[config.mk]
export PLATFORM = sky130hd
export DESIGN_NAME = excp_ctrl_flat
export DESIGN_NICKNAME = d
export VERILOG_FILES = /design/src/rtl/excp_ctrl_if.sv /design/src/rtl/excp_ctrl.sv /design/src/flat_wrapper.sv
export SDC_FILE = /design/constraint.sdc
export NUM_CORES = 1
export LEC_CHECK = 0
export BUFFER_PORTS_ARGS = -buffer_cell sky130_fd_sc_hd__buf_2
export CORE_AREA = 2 2 112 114
export CTS_BUF_LIST = sky130_fd_sc_hd__clkbuf_2
export CTS_CLUSTER_DIAMETER = 40
export CTS_CLUSTER_SIZE = 30
export DETAILED_ROUTE_END_ITERATION = 16
export DIE_AREA = 0 0 114 116
export PLACE_DENSITY = 0.65
export SLEW_MARGIN = 15
export SYNTH_ARGS = -nofsm -noshare
export SYNTH_HDL_FRONTEND = slang
export SYNTH_SLANG_ARGS = --single-unit
[constraint.sdc]
create_clock -name clk -period 2.3 [get_ports clk]
set_input_delay 0.23 -clock clk [delete_from_list [all_inputs] [get_ports clk]]
set_output_delay 0.23 -clock clk [all_outputs]
set_load 0.1 [all_outputs]
[src/rtl/excp_ctrl_if.sv]
// Signal bundle between excp_ctrl and the pipeline/CP0 side.
// master = pipeline/CP0 side, slave = excp_ctrl.
interface excp_ctrl_if;
  logic [5:0]  int_i;
  logic [5:0]  int_o;
  logic [31:0] excepttype_i;
  logic [31:0] inst_addr_i;
  logic        in_delayslot_i;
  logic [31:0] cp0_status_i;
  logic [31:0] cp0_cause_i;
  logic [31:0] cp0_epc_i;
  logic        wb_cp0_we_i;
  logic [4:0]  wb_cp0_addr_i;
  logic [31:0] wb_cp0_data_i;
  logic        exc_we_o;
  logic [4:0]  exc_code_o;
  logic [31:0] exc_epc_o;
  logic        exc_bd_o;
  logic        eret_o;
  logic        flush_o;
  logic [31:0] new_pc_o;
  logic        busy_o;
  logic [1:0]  dbg_state;

  // Handshake: there is no ready. exc_we_o, eret_o and flush_o are
  // one-cycle pulses that the consumer must take in the cycle they are high.
  // exc_code_o/exc_epc_o/exc_bd_o are only meaningful with exc_we_o.
  // new_pc_o is only meaningful with flush_o. All other cycles they read 0.
  modport master (
    output int_i, excepttype_i, inst_addr_i, in_delayslot_i,
           cp0_status_i, cp0_cause_i, cp0_epc_i,
           wb_cp0_we_i, wb_cp0_addr_i, wb_cp0_data_i,
    input  int_o, exc_we_o, exc_code_o, exc_epc_o, exc_bd_o,
           eret_o, flush_o, new_pc_o, busy_o, dbg_state
  );

  modport slave (
    input  int_i, excepttype_i, inst_addr_i, in_delayslot_i,
           cp0_status_i, cp0_cause_i, cp0_epc_i,
           wb_cp0_we_i, wb_cp0_addr_i, wb_cp0_data_i,
    output int_o, exc_we_o, exc_code_o, exc_epc_o, exc_bd_o,
           eret_o, flush_o, new_pc_o, busy_o, dbg_state
  );
endinterface

[src/rtl/excp_ctrl.sv]
// MEM-stage exception/interrupt arbiter: picks one exception, feeds CP0 capture data, issues flush.
// Optional macro EXCP_INT_SYNC_EN: adds a 2-flop synchronizer on int_i -> int_o.
module excp_ctrl #(
  parameter int unsigned BLANK_CYCLES = 2,
  parameter logic [31:0] HANDLER_ADDR = 32'h0000_0020
) (
  input logic       clk,
  input logic       rst,
  excp_ctrl_if.slave bus
);

  typedef enum logic [1:0] {
    IDLE  = 2'd0,
    FLUSH = 2'd1,
    BLANK = 2'd2
  } state_t;

  localparam int CNT_W = (BLANK_CYCLES < 2) ? 1 : $clog2(BLANK_CYCLES + 1);
  localparam logic [CNT_W-1:0] CNT_LOAD = CNT_W'(BLANK_CYCLES);
  localparam logic [CNT_W-1:0] CNT_ONE  = CNT_W'(1);

  localparam logic [4:0] EXC_INT = 5'd0;
  localparam logic [4:0] EXC_SYS = 5'd8;
  localparam logic [4:0] EXC_RI  = 5'd10;
  localparam logic [4:0] EXC_OV  = 5'd12;
  localparam logic [4:0] EXC_TR  = 5'd13;

  localparam logic [4:0] CP0_STATUS = 5'd12;
  localparam logic [4:0] CP0_CAUSE  = 5'd13;
  localparam logic [4:0] CP0_EPC    = 5'd14;

  state_t           state_q, state_d;
  logic [CNT_W-1:0] cnt_q, cnt_d;

  logic [31:0] status_byp, cause_byp, epc_byp;
  logic        valid, int_pending, exc_any, take_exc, take_eret;
  logic [4:0]  code_d;
  logic [31:0] epc_d;

  logic        exc_we_q, exc_bd_q, eret_q, flush_q;
  logic [4:0]  exc_code_q;
  logic [31:0] exc_epc_q, new_pc_q;

  // A WB-stage CP0 write has not reached the register file yet; forward it.
  always_comb begin
    status_byp = bus.cp0_status_i;
    cause_byp  = bus.cp0_cause_i;
    epc_byp    = bus.cp0_epc_i;
    if (bus.wb_cp0_we_i) begin
      unique case (bus.wb_cp0_addr_i)
        CP0_STATUS: status_byp = bus.wb_cp0_data_i;
        CP0_CAUSE: begin
          cause_byp[9:8]   = bus.wb_cp0_data_i[9:8];
          cause_byp[23:22] = bus.wb_cp0_data_i[23:22];
        end
        CP0_EPC:    epc_byp = bus.wb_cp0_data_i;
        default:    ;
      endcase
    end
  end

  always_comb begin
    valid       = (bus.inst_addr_i != 32'd0) && (state_q == IDLE);
    int_pending = ((cause_byp[15:8] & status_byp[15:8]) != 8'd0)
                  && status_byp[0] && !status_byp[1];
    exc_any     = 1'b1;
    code_d      = EXC_INT;
    if (int_pending)                code_d = EXC_INT;
    else if (bus.excepttype_i[8])   code_d = EXC_SYS;
    else if (bus.excepttype_i[9])   code_d = EXC_RI;
    else if (bus.excepttype_i[10])  code_d = EXC_TR;
    else if (bus.excepttype_i[11])  code_d = EXC_OV;
    else                            exc_any = 1'b0;
    take_exc  = valid && exc_any;
    take_eret = valid && !exc_any && bus.excepttype_i[12];
    // Wraps mod 2^32, so a delay-slot PC of 4 captures EPC 0.
    epc_d = bus.in_delayslot_i ? (bus.inst_addr_i - 32'd4) : bus.inst_addr_i;
  end

  always_comb begin
    state_d = state_q;
    cnt_d   = cnt_q;
    unique case (state_q)
      IDLE: begin
        if (take_exc || take_eret) state_d = FLUSH;
      end
      FLUSH: begin
        state_d = BLANK;
        cnt_d   = CNT_LOAD;
      end
      BLANK: begin
        if (cnt_q <= CNT_ONE) begin
          state_d = IDLE;
          cnt_d   = '0;
        end else begin
          cnt_d = cnt_q - CNT_ONE;
        end
      end
      default: begin
        state_d = IDLE;
        cnt_d   = '0;
      end
    endcase
  end

  always_ff @(posedge clk or negedge rst) begin
    if (!rst) begin
      state_q <= IDLE;
      cnt_q   <= '0;
    end else begin
      state_q <= state_d;
      cnt_q   <= cnt_d;
    end
  end

  // Outputs are cleared whenever nothing is taken, so every pulse lasts one cycle.
  always_ff @(posedge clk or negedge rst) begin
    if (!rst) begin
      exc_we_q   <= 1'b0;
      exc_code_q <= 5'd0;
      exc_epc_q  <= 32'd0;
      exc_bd_q   <= 1'b0;
      eret_q     <= 1'b0;
      flush_q    <= 1'b0;
      new_pc_q   <= 32'd0;
    end else begin
      exc_we_q   <= take_exc;
      exc_code_q <= take_exc ? code_d : 5'd0;
      exc_epc_q  <= take_exc ? epc_d : 32'd0;
      exc_bd_q   <= take_exc && bus.in_delayslot_i;
      eret_q     <= take_eret;
      flush_q    <= take_exc || take_eret;
      new_pc_q   <= take_exc  ? HANDLER_ADDR :
                    take_eret ? epc_byp      : 32'd0;
    end
  end

  assign bus.exc_we_o   = exc_we_q;
  assign bus.exc_code_o = exc_code_q;
  assign bus.exc_epc_o  = exc_epc_q;
  assign bus.exc_bd_o   = exc_bd_q;
  assign bus.eret_o     = eret_q;
  assign bus.flush_o    = flush_q;
  assign bus.new_pc_o   = new_pc_q;
  assign bus.busy_o     = (state_q != IDLE);
  assign bus.dbg_state  = state_q;

`ifdef EXCP_INT_SYNC_EN
  logic [5:0] int_meta_q, int_sync_q;

  always_ff @(posedge clk or negedge rst) begin
    if (!rst) begin
      int_meta_q <= 6'd0;
      int_sync_q <= 6'd0;
    end else begin
      int_meta_q <= bus.int_i;
      int_sync_q <= int_meta_q;
    end
  end

  assign bus.int_o = int_sync_q;
`else
  assign bus.int_o = bus.int_i;
`endif

  logic unused_bits;
  assign unused_bits = ^{bus.excepttype_i[31:13], bus.excepttype_i[7:0],
                         status_byp[31:16], status_byp[7:2],
                         cause_byp[31:16], cause_byp[7:0]};

endmodule

[src/flat_wrapper.sv]
// flat-port wrapper written by rule: the top's interface ports become plain ports
module excp_ctrl_flat 
#(
  parameter int unsigned BLANK_CYCLES = 2,
  parameter logic [31:0] HANDLER_ADDR = 32'h0000_0020
)
  (clk, rst, bus_int_i, bus_excepttype_i, bus_inst_addr_i, bus_in_delayslot_i, bus_cp0_status_i, bus_cp0_cause_i, bus_cp0_epc_i, bus_wb_cp0_we_i, bus_wb_cp0_addr_i, bus_wb_cp0_data_i, bus_int_o, bus_exc_we_o, bus_exc_code_o, bus_exc_epc_o, bus_exc_bd_o, bus_eret_o, bus_flush_o, bus_new_pc_o, bus_busy_o, bus_dbg_state);
  excp_ctrl_if bus_i ();
  input logic clk;
  input logic rst;
  input wire logic [$bits(bus_i.int_i)-1:0] bus_int_i;
  input wire logic [$bits(bus_i.excepttype_i)-1:0] bus_excepttype_i;
  input wire logic [$bits(bus_i.inst_addr_i)-1:0] bus_inst_addr_i;
  input wire logic [$bits(bus_i.in_delayslot_i)-1:0] bus_in_delayslot_i;
  input wire logic [$bits(bus_i.cp0_status_i)-1:0] bus_cp0_status_i;
  input wire logic [$bits(bus_i.cp0_cause_i)-1:0] bus_cp0_cause_i;
  input wire logic [$bits(bus_i.cp0_epc_i)-1:0] bus_cp0_epc_i;
  input wire logic [$bits(bus_i.wb_cp0_we_i)-1:0] bus_wb_cp0_we_i;
  input wire logic [$bits(bus_i.wb_cp0_addr_i)-1:0] bus_wb_cp0_addr_i;
  input wire logic [$bits(bus_i.wb_cp0_data_i)-1:0] bus_wb_cp0_data_i;
  output wire logic [$bits(bus_i.int_o)-1:0] bus_int_o;
  output wire logic [$bits(bus_i.exc_we_o)-1:0] bus_exc_we_o;
  output wire logic [$bits(bus_i.exc_code_o)-1:0] bus_exc_code_o;
  output wire logic [$bits(bus_i.exc_epc_o)-1:0] bus_exc_epc_o;
  output wire logic [$bits(bus_i.exc_bd_o)-1:0] bus_exc_bd_o;
  output wire logic [$bits(bus_i.eret_o)-1:0] bus_eret_o;
  output wire logic [$bits(bus_i.flush_o)-1:0] bus_flush_o;
  output wire logic [$bits(bus_i.new_pc_o)-1:0] bus_new_pc_o;
  output wire logic [$bits(bus_i.busy_o)-1:0] bus_busy_o;
  output wire logic [$bits(bus_i.dbg_state)-1:0] bus_dbg_state;
  assign bus_i.int_i = bus_int_i;
  assign bus_i.excepttype_i = bus_excepttype_i;
  assign bus_i.inst_addr_i = bus_inst_addr_i;
  assign bus_i.in_delayslot_i = bus_in_delayslot_i;
  assign bus_i.cp0_status_i = bus_cp0_status_i;
  assign bus_i.cp0_cause_i = bus_cp0_cause_i;
  assign bus_i.cp0_epc_i = bus_cp0_epc_i;
  assign bus_i.wb_cp0_we_i = bus_wb_cp0_we_i;
  assign bus_i.wb_cp0_addr_i = bus_wb_cp0_addr_i;
  assign bus_i.wb_cp0_data_i = bus_wb_cp0_data_i;
  assign bus_int_o = bus_i.int_o;
  assign bus_exc_we_o = bus_i.exc_we_o;
  assign bus_exc_code_o = bus_i.exc_code_o;
  assign bus_exc_epc_o = bus_i.exc_epc_o;
  assign bus_exc_bd_o = bus_i.exc_bd_o;
  assign bus_eret_o = bus_i.eret_o;
  assign bus_flush_o = bus_i.flush_o;
  assign bus_new_pc_o = bus_i.new_pc_o;
  assign bus_busy_o = bus_i.busy_o;
  assign bus_dbg_state = bus_i.dbg_state;
  excp_ctrl #(.BLANK_CYCLES(BLANK_CYCLES), .HANDLER_ADDR(HANDLER_ADDR)) u_core (.clk(clk), .rst(rst), .bus(bus_i));
endmodule
==> Word-level counts from Yosys, hierarchy flattened <==
Cells that the tools add are included.
W data, S select, Z words.
{ "word_totals": {"ff_bits": 77, "inputBits": 207, "output_inout_bits": 82, "word_cells": 61} }
{ "op_classes": {"addsub": 2, "n_lt_le_gt_ge": 1, "n_eq_ne": 7, "muxes": 26, "n_bitwise": 1, "reduce_logical": 15} }
{ "op_table": {"columns": ["op", "count"], "rows": [
  ["$mux W32", 6],
  ["$mux W16", 2],
  ["$reduce_bool A32 Y1", 1],
  ["$sub A32 B3 Y32 const B", 1],
  ["$mux W5", 5],
  ["$eq A5 B4 Y1 const B", 3],
  ["$pmux W2 S3", 2],
  ["$mux W2", 5],
  ["$and A8 B8 Y8", 1],
  ["$reduce_bool A8 Y1", 1],
  ["$logic_and A1 B1 Y1", 7],
  ["$mux W1", 5],
  ["$mux W4", 1],
  ["$eq A2 B1 Y1 const B", 1],
  ["$eq A2 B2 Y1 const B", 1],
  ["$le A2 B1 Y1 const B", 1],
  ["$logic_not A1 Y1", 2],
  ["$logic_not A2 Y1", 1],
  ["$ne A2 B1 Y1 const B", 1],
  ["$ne A2 B2 Y1 const B", 1],
  ["$reduce_and A2 Y1", 1],
  ["$reduce_bool A2 Y1", 1],
  ["$sub A2 B1 Y2 const B", 1],
  ["$logic_or A1 B1 Y1", 1]
]} }

==> Logic depth before layout (Yosys ltp) <==
{ "depth": {"word_depth": 14, "depth_mapped": 9, "ltp_nobuf": 9} }

==> Worst setup path before layout <==
OpenSTA, ideal clock, no wires.
{ "synth_timing": {"path_kind": "register to register", "start": "reg u_core.state_q[0] (netlist: u_core.bus.dbg_state[0])", "end": "reg u_core.exc_epc_q[25] (netlist: u_core.bus.exc_epc_o[25])", "setup_time_ns": 0.119, "arrival_time_ns": 2.836, "required_ns": 2.181, "setup_slack_ns": -0.655, "path_stages_with_launch": 8, "n_path_buf": 1, "synth_period_minus_slack_ns": 2.955, "path_cell_list": "dfrtp_1 > inv_1 > ha_1 > inv_1 > a21oi_1 > o21ai_2 > buf_6 > nor2_1"} }
{ "synth_between": {"elab_chain_len": 4} }
{ "synth_lines": {"columns": ["item", "line_no", "rtl"], "rows": [
  ["from (decl)", "excp_ctrl.sv:32", "state_t state_q, state_d;"],
  ["from (signal assigned)", "excp_ctrl.sv:111", "state_q <= state_d;"],
  ["$logic_not A2 Y1", "excp_ctrl.sv:63", "valid = (bus.inst_addr_i != 32'd0) && (state_q == IDLE);"],
  ["$logic_and A1 B1 Y1", "excp_ctrl.sv:63", null],
  ["$logic_and A1 B1 Y1", "excp_ctrl.sv:74", "take_exc = valid && exc_any;"],
  ["$mux W32", "excp_ctrl.sv:129", "exc_epc_q <= take_exc ? epc_d : 32'd0;"],
  ["to (signal assigned)", "excp_ctrl.sv:129", null],
  ["to (decl)", "excp_ctrl.sv:42", "logic [31:0] exc_epc_q, new_pc_q;"]
]} }
No other way between the ends.
A chain may end at the register's enable or synchronous reset.

==> Final worst setup path <==
{ "layout_timing": {"start": "in bus_inst_addr_i[27]", "end": "reg u_core.exc_code_q[2] (netlist: u_core.bus.exc_code_o[2])"} }
{ "layout_between": {"elab_chain_len": 4} }
{ "layout_lines": {"columns": ["item", "line_no", "rtl"], "rows": [
  ["from (decl)", "flat_wrapper.sv:13", "input wire logic [$bits(bus_i.inst_addr_i)-1:0] bus_inst_addr_i;"],
  ["$reduce_bool A32 Y1", "excp_ctrl.sv:63", null],
  ["$logic_and A1 B1 Y1", "excp_ctrl.sv:63", null],
  ["$logic_and A1 B1 Y1", "excp_ctrl.sv:74", null],
  ["$mux W5", "excp_ctrl.sv:128", "exc_code_q <= take_exc ? code_d : 5'd0;"],
  ["to (signal assigned)", "excp_ctrl.sv:128", null],
  ["to (decl)", "excp_ctrl.sv:41", "logic [4:0] exc_code_q;"]
]} }
No other way between the ends.

==> qor.csv <==
metric,value,unit
status,finished clean,
number of global-route vias before repair,4322,
DRT Pass-1 Iters,4,
critical path class,in -> reg,
arrival time of the worst setup path,2.62,ns
ys flop type,dfrtp_1,
routed length per instance,15.3,um
Die ar.,13200,um^2
setup slack after layout,0.120,ns
setup violators final,0,
die width,114,um
"Seq/Total Area, Yosys",0.512,
post-route ant nets,0,
DP Area,4990,um^2
FMAX,459,MHz
Post-synth EDFFs,0,
pwr dens,922,nW/um^2
Initial Utilization,0.312,
DR iter-0 viols,171,
Synth async-reset ratio,1.00,
H-Tree Depth,3,
"FF+latch count, synth",76,
crit-path leading delay family,buffers and inverters,
largest stage delay on the critical path,0.57,ns
Hold Path Class,in -> reg,
largest net degree at the start of global routing,40,
CP bufs+invs,4,
CTS tree,done,
layout net count,926,
Sink Count,76,
core area,11900,um^2
"Req. time, crit path",2.74,ns
Crit Path Max Fanout,4,
clk slew on worst S/H paths,0.21,ns
DP HPWL,8.72,mm
PnR Total Power,0.00578,W
Crit-path slowest cell,or4_1,
Int Pwr,0.00263,W
global-route wire length before repair,20.4,mm
Synth Cell Area,3720,um^2
Worst Setup End Kind,flip-flop,
sequential power share,0.290,
Fillers,1030,
# DRC,0,
critical path launch point type,input pin,
GRT Total Usage,0.199,
area of the multi-input gates,1660,um^2
Worst slew margin,0.580,
Worst VDD drop,798,uV
switching share of power,0.545,
initial antenna violation count,1,
vias per cell,4.78,
Reg area,1910,um^2
combinational power share,0.566,
DRT Wirelength,13.2,mm
"Hold Vio Cnt, Final",0,
Mean Syn Cell Area,9.63,um^2
I/O pin cnt,289,
CTS Root Cell,clkbuf_2,
Yosys cell types,47,
Clk pwr share,0.144,
Lkg Pwr,3.22,nW
pre-CTS setup slack,-0.238,ns
CTS Buf Count,9,
Worst-Skew Late Latency,0.55,ns
via count,4137,
Clock Skew,0.0288,ns
crit path time final,2.18,ns
fin crit share,0.948,
Rows,40,
Finished Cell Area,6270,um^2
Max-Cap Viols,0,
Clock Tree Buf Depth,2,
GP Congestion,0.912,
"Slew Viols, Final",0,
gr ovfl total,0,
number of buffers added on ports,202,
Post-Syn Instances,386,
Post-Syn Nets,599,
Die Ht,116,um
P&R area growth vs syn,68.9,%
share of layout cells above drive strength 1,0.372,
Slew @ Worst Pin,0.624,ns
Psw,0.00315,W
CP Cell Sequence,dlygate4sd3_1 -> buf_2 -> or4_1 -> nor4_1 -> buf_4 -> a21oi_4 -> nand2b_2 -> nor4_1 -> dlygate4sd3_1,
Ys Warns,0,
[path summary, 6_finish.rpt]
path / start / endpoint / slack (ns) / cells past startpoint
setup / recovery: bus_inst_addr_i[27] / u_core.bus.exc_code_o[2]$_DFF_PN0_ / 0.12 / 9
hold / removal: bus_excepttype_i[12] / u_core.bus.flush_o$_DFF_PN0_ / 0.06 / 2
setup reg to reg: u_core.bus.dbg_state[0]$_DFFE_PN0P_ / u_core.bus.exc_code_o[2]$_DFF_PN0_ / 0.21 / 7
hold reg to reg: u_core.cnt_q[0]$_DFFE_PN0P_ / u_core.cnt_q[0]$_DFFE_PN0P_ / 0.54 / 2
max in group asynchronous: rst / u_core.bus.new_pc_o[29]$_DFF_PN0_ / 1.51 / 3
min in group asynchronous: rst / u_core.bus.exc_epc_o[24]$_DFF_PN0_ / 0.16 / 2
[Yosys cell counts, types with 3 or more instances]
| cell | number | area share |
|---|---|---|
| xor2_1 | 12 | 0.028 |
| inv_1 | 12 | 0.012 |
| or3_1 | 3 | 0.0051 |
| o21ai_0 | 3 | 0.0040 |
| nand2_1 | 83 | 0.084 |
| nor3_1 | 10 | 0.013 |
| nor3b_1 | 3 | 0.0061 |
| buf_6 | 6 | 0.018 |
| mux2i_1 | 3 | 0.0081 |
| dfrtp_1 | 76 | 0.51 |
| nor2_1 | 47 | 0.047 |
| nand3_1 | 6 | 0.0081 |
| buf_4 | 7 | 0.014 |
| nor4_1 | 6 | 0.010 |
| mux2_2 | 5 | 0.015 |
| xnor2_1 | 14 | 0.033 |
| ha_1 | 6 | 0.020 |
| clkbuf_1 | 8 | 0.0081 |
| a21oi_1 | 36 | 0.048 |
[state kept, by name, indices dropped and copies added, names as in the netlist]
| name | cells |
|---|---|
| u_core.bus.exc_epc_o | 32 |
| u_core.bus.new_pc_o | 32 |
| u_core.bus.eret_o | 1 |
| u_core.bus.exc_bd_o | 1 |
| u_core.bus.flush_o | 1 |
| u_core.bus.exc_we_o | 1 |
| u_core.bus.dbg_state | 2 |
| u_core.bus.exc_code_o | 4 |
| u_core.cnt_q | 2 |
[logic make-up (layout without fill, tap and decap cells)]
kind of cell / Yosys count / in the layout / share of synthesized area
compound gates: 56 / 56 / 0.0943
fa+ha+maj: 6 / 6 / 0.0202
mux: 8 / 8 / 0.0232
xor+xnor: 26 / 26 / 0.0613
other cells: 1 / 2 / 0.00101
flops: 76 / 76 / 0.512
buf+inv: 33 / 365 / 0.0525
simple gates: 180 / 180 / 0.236
[metrics by stage]
stage                     hold slack (ns)  utilization  cells   TNS, ns
after floorplan                   -0.0656            -    386         0
after global placement              0.232        0.419    734     -7.88
after detailed placement            0.242        0.419    734    -10.46
after CTS                          0.0151        0.524    862         0
after global routing               0.0153        0.527    865  -0.00397
final                              0.0619        0.527    866         0
[layer usage]
| metal | share of wire | up-vias | track usage |
|---|---|---|---|
| met3 | 0.082 | 44 | 0.0523 |
| met5 | 0.00075 | - | 0 |
| met1 | 0.37 | 1927 | 0.206 |
| met2 | 0.50 | 219 | 0.366 |
| li1 | - | 1945 | - |
| met4 | 0.040 | 2 | 0.114 |
[layout make-up]
type	instances	area share
multi-input combinational	277	0.264
clock inverter	6	0.0126
inverter	12	0.00778
clock buffer	10	0.00798
antenna	1	0.000399
sequential	76	0.304
timing repair buffer	337	0.374
tap	147	0.0293
[layout by cell type (no fill, tap or decap), drive strengths merged, types with 4 or more instances in the layout]
cell	n
dlygate4sd3	112
nand2	83
nor2	47
mux2	5
xor2	12
dfrtp	76
a21oi	36
clkinv	4
inv	11
nor3	10
buf	225
ha	6
nor4	10
clkbuf	10
nand3	6
o21ai	4
o311ai	4
xnor2	14
[repair_timing]
item / in CTS / in global routing
hold endpoints to repair: 114 / 0
hold buffers: 112 / 0
buffers inserted: 0 / 3
gates resized for setup: 0 / 2
endpoints found under the setup margin: 0 / 1
[power groups by stage]
stage               logic (W)  clock network, W  registers [W]
floorplan            0.000708                 0        0.00350
global placement      0.00305                 0        0.00170
detailed placement    0.00309                 0        0.00171
CTS                   0.00324          0.000867        0.00168
global route          0.00342          0.000933        0.00171
finish                0.00328          0.000831        0.00168
(Power assumes the default switching activity.)
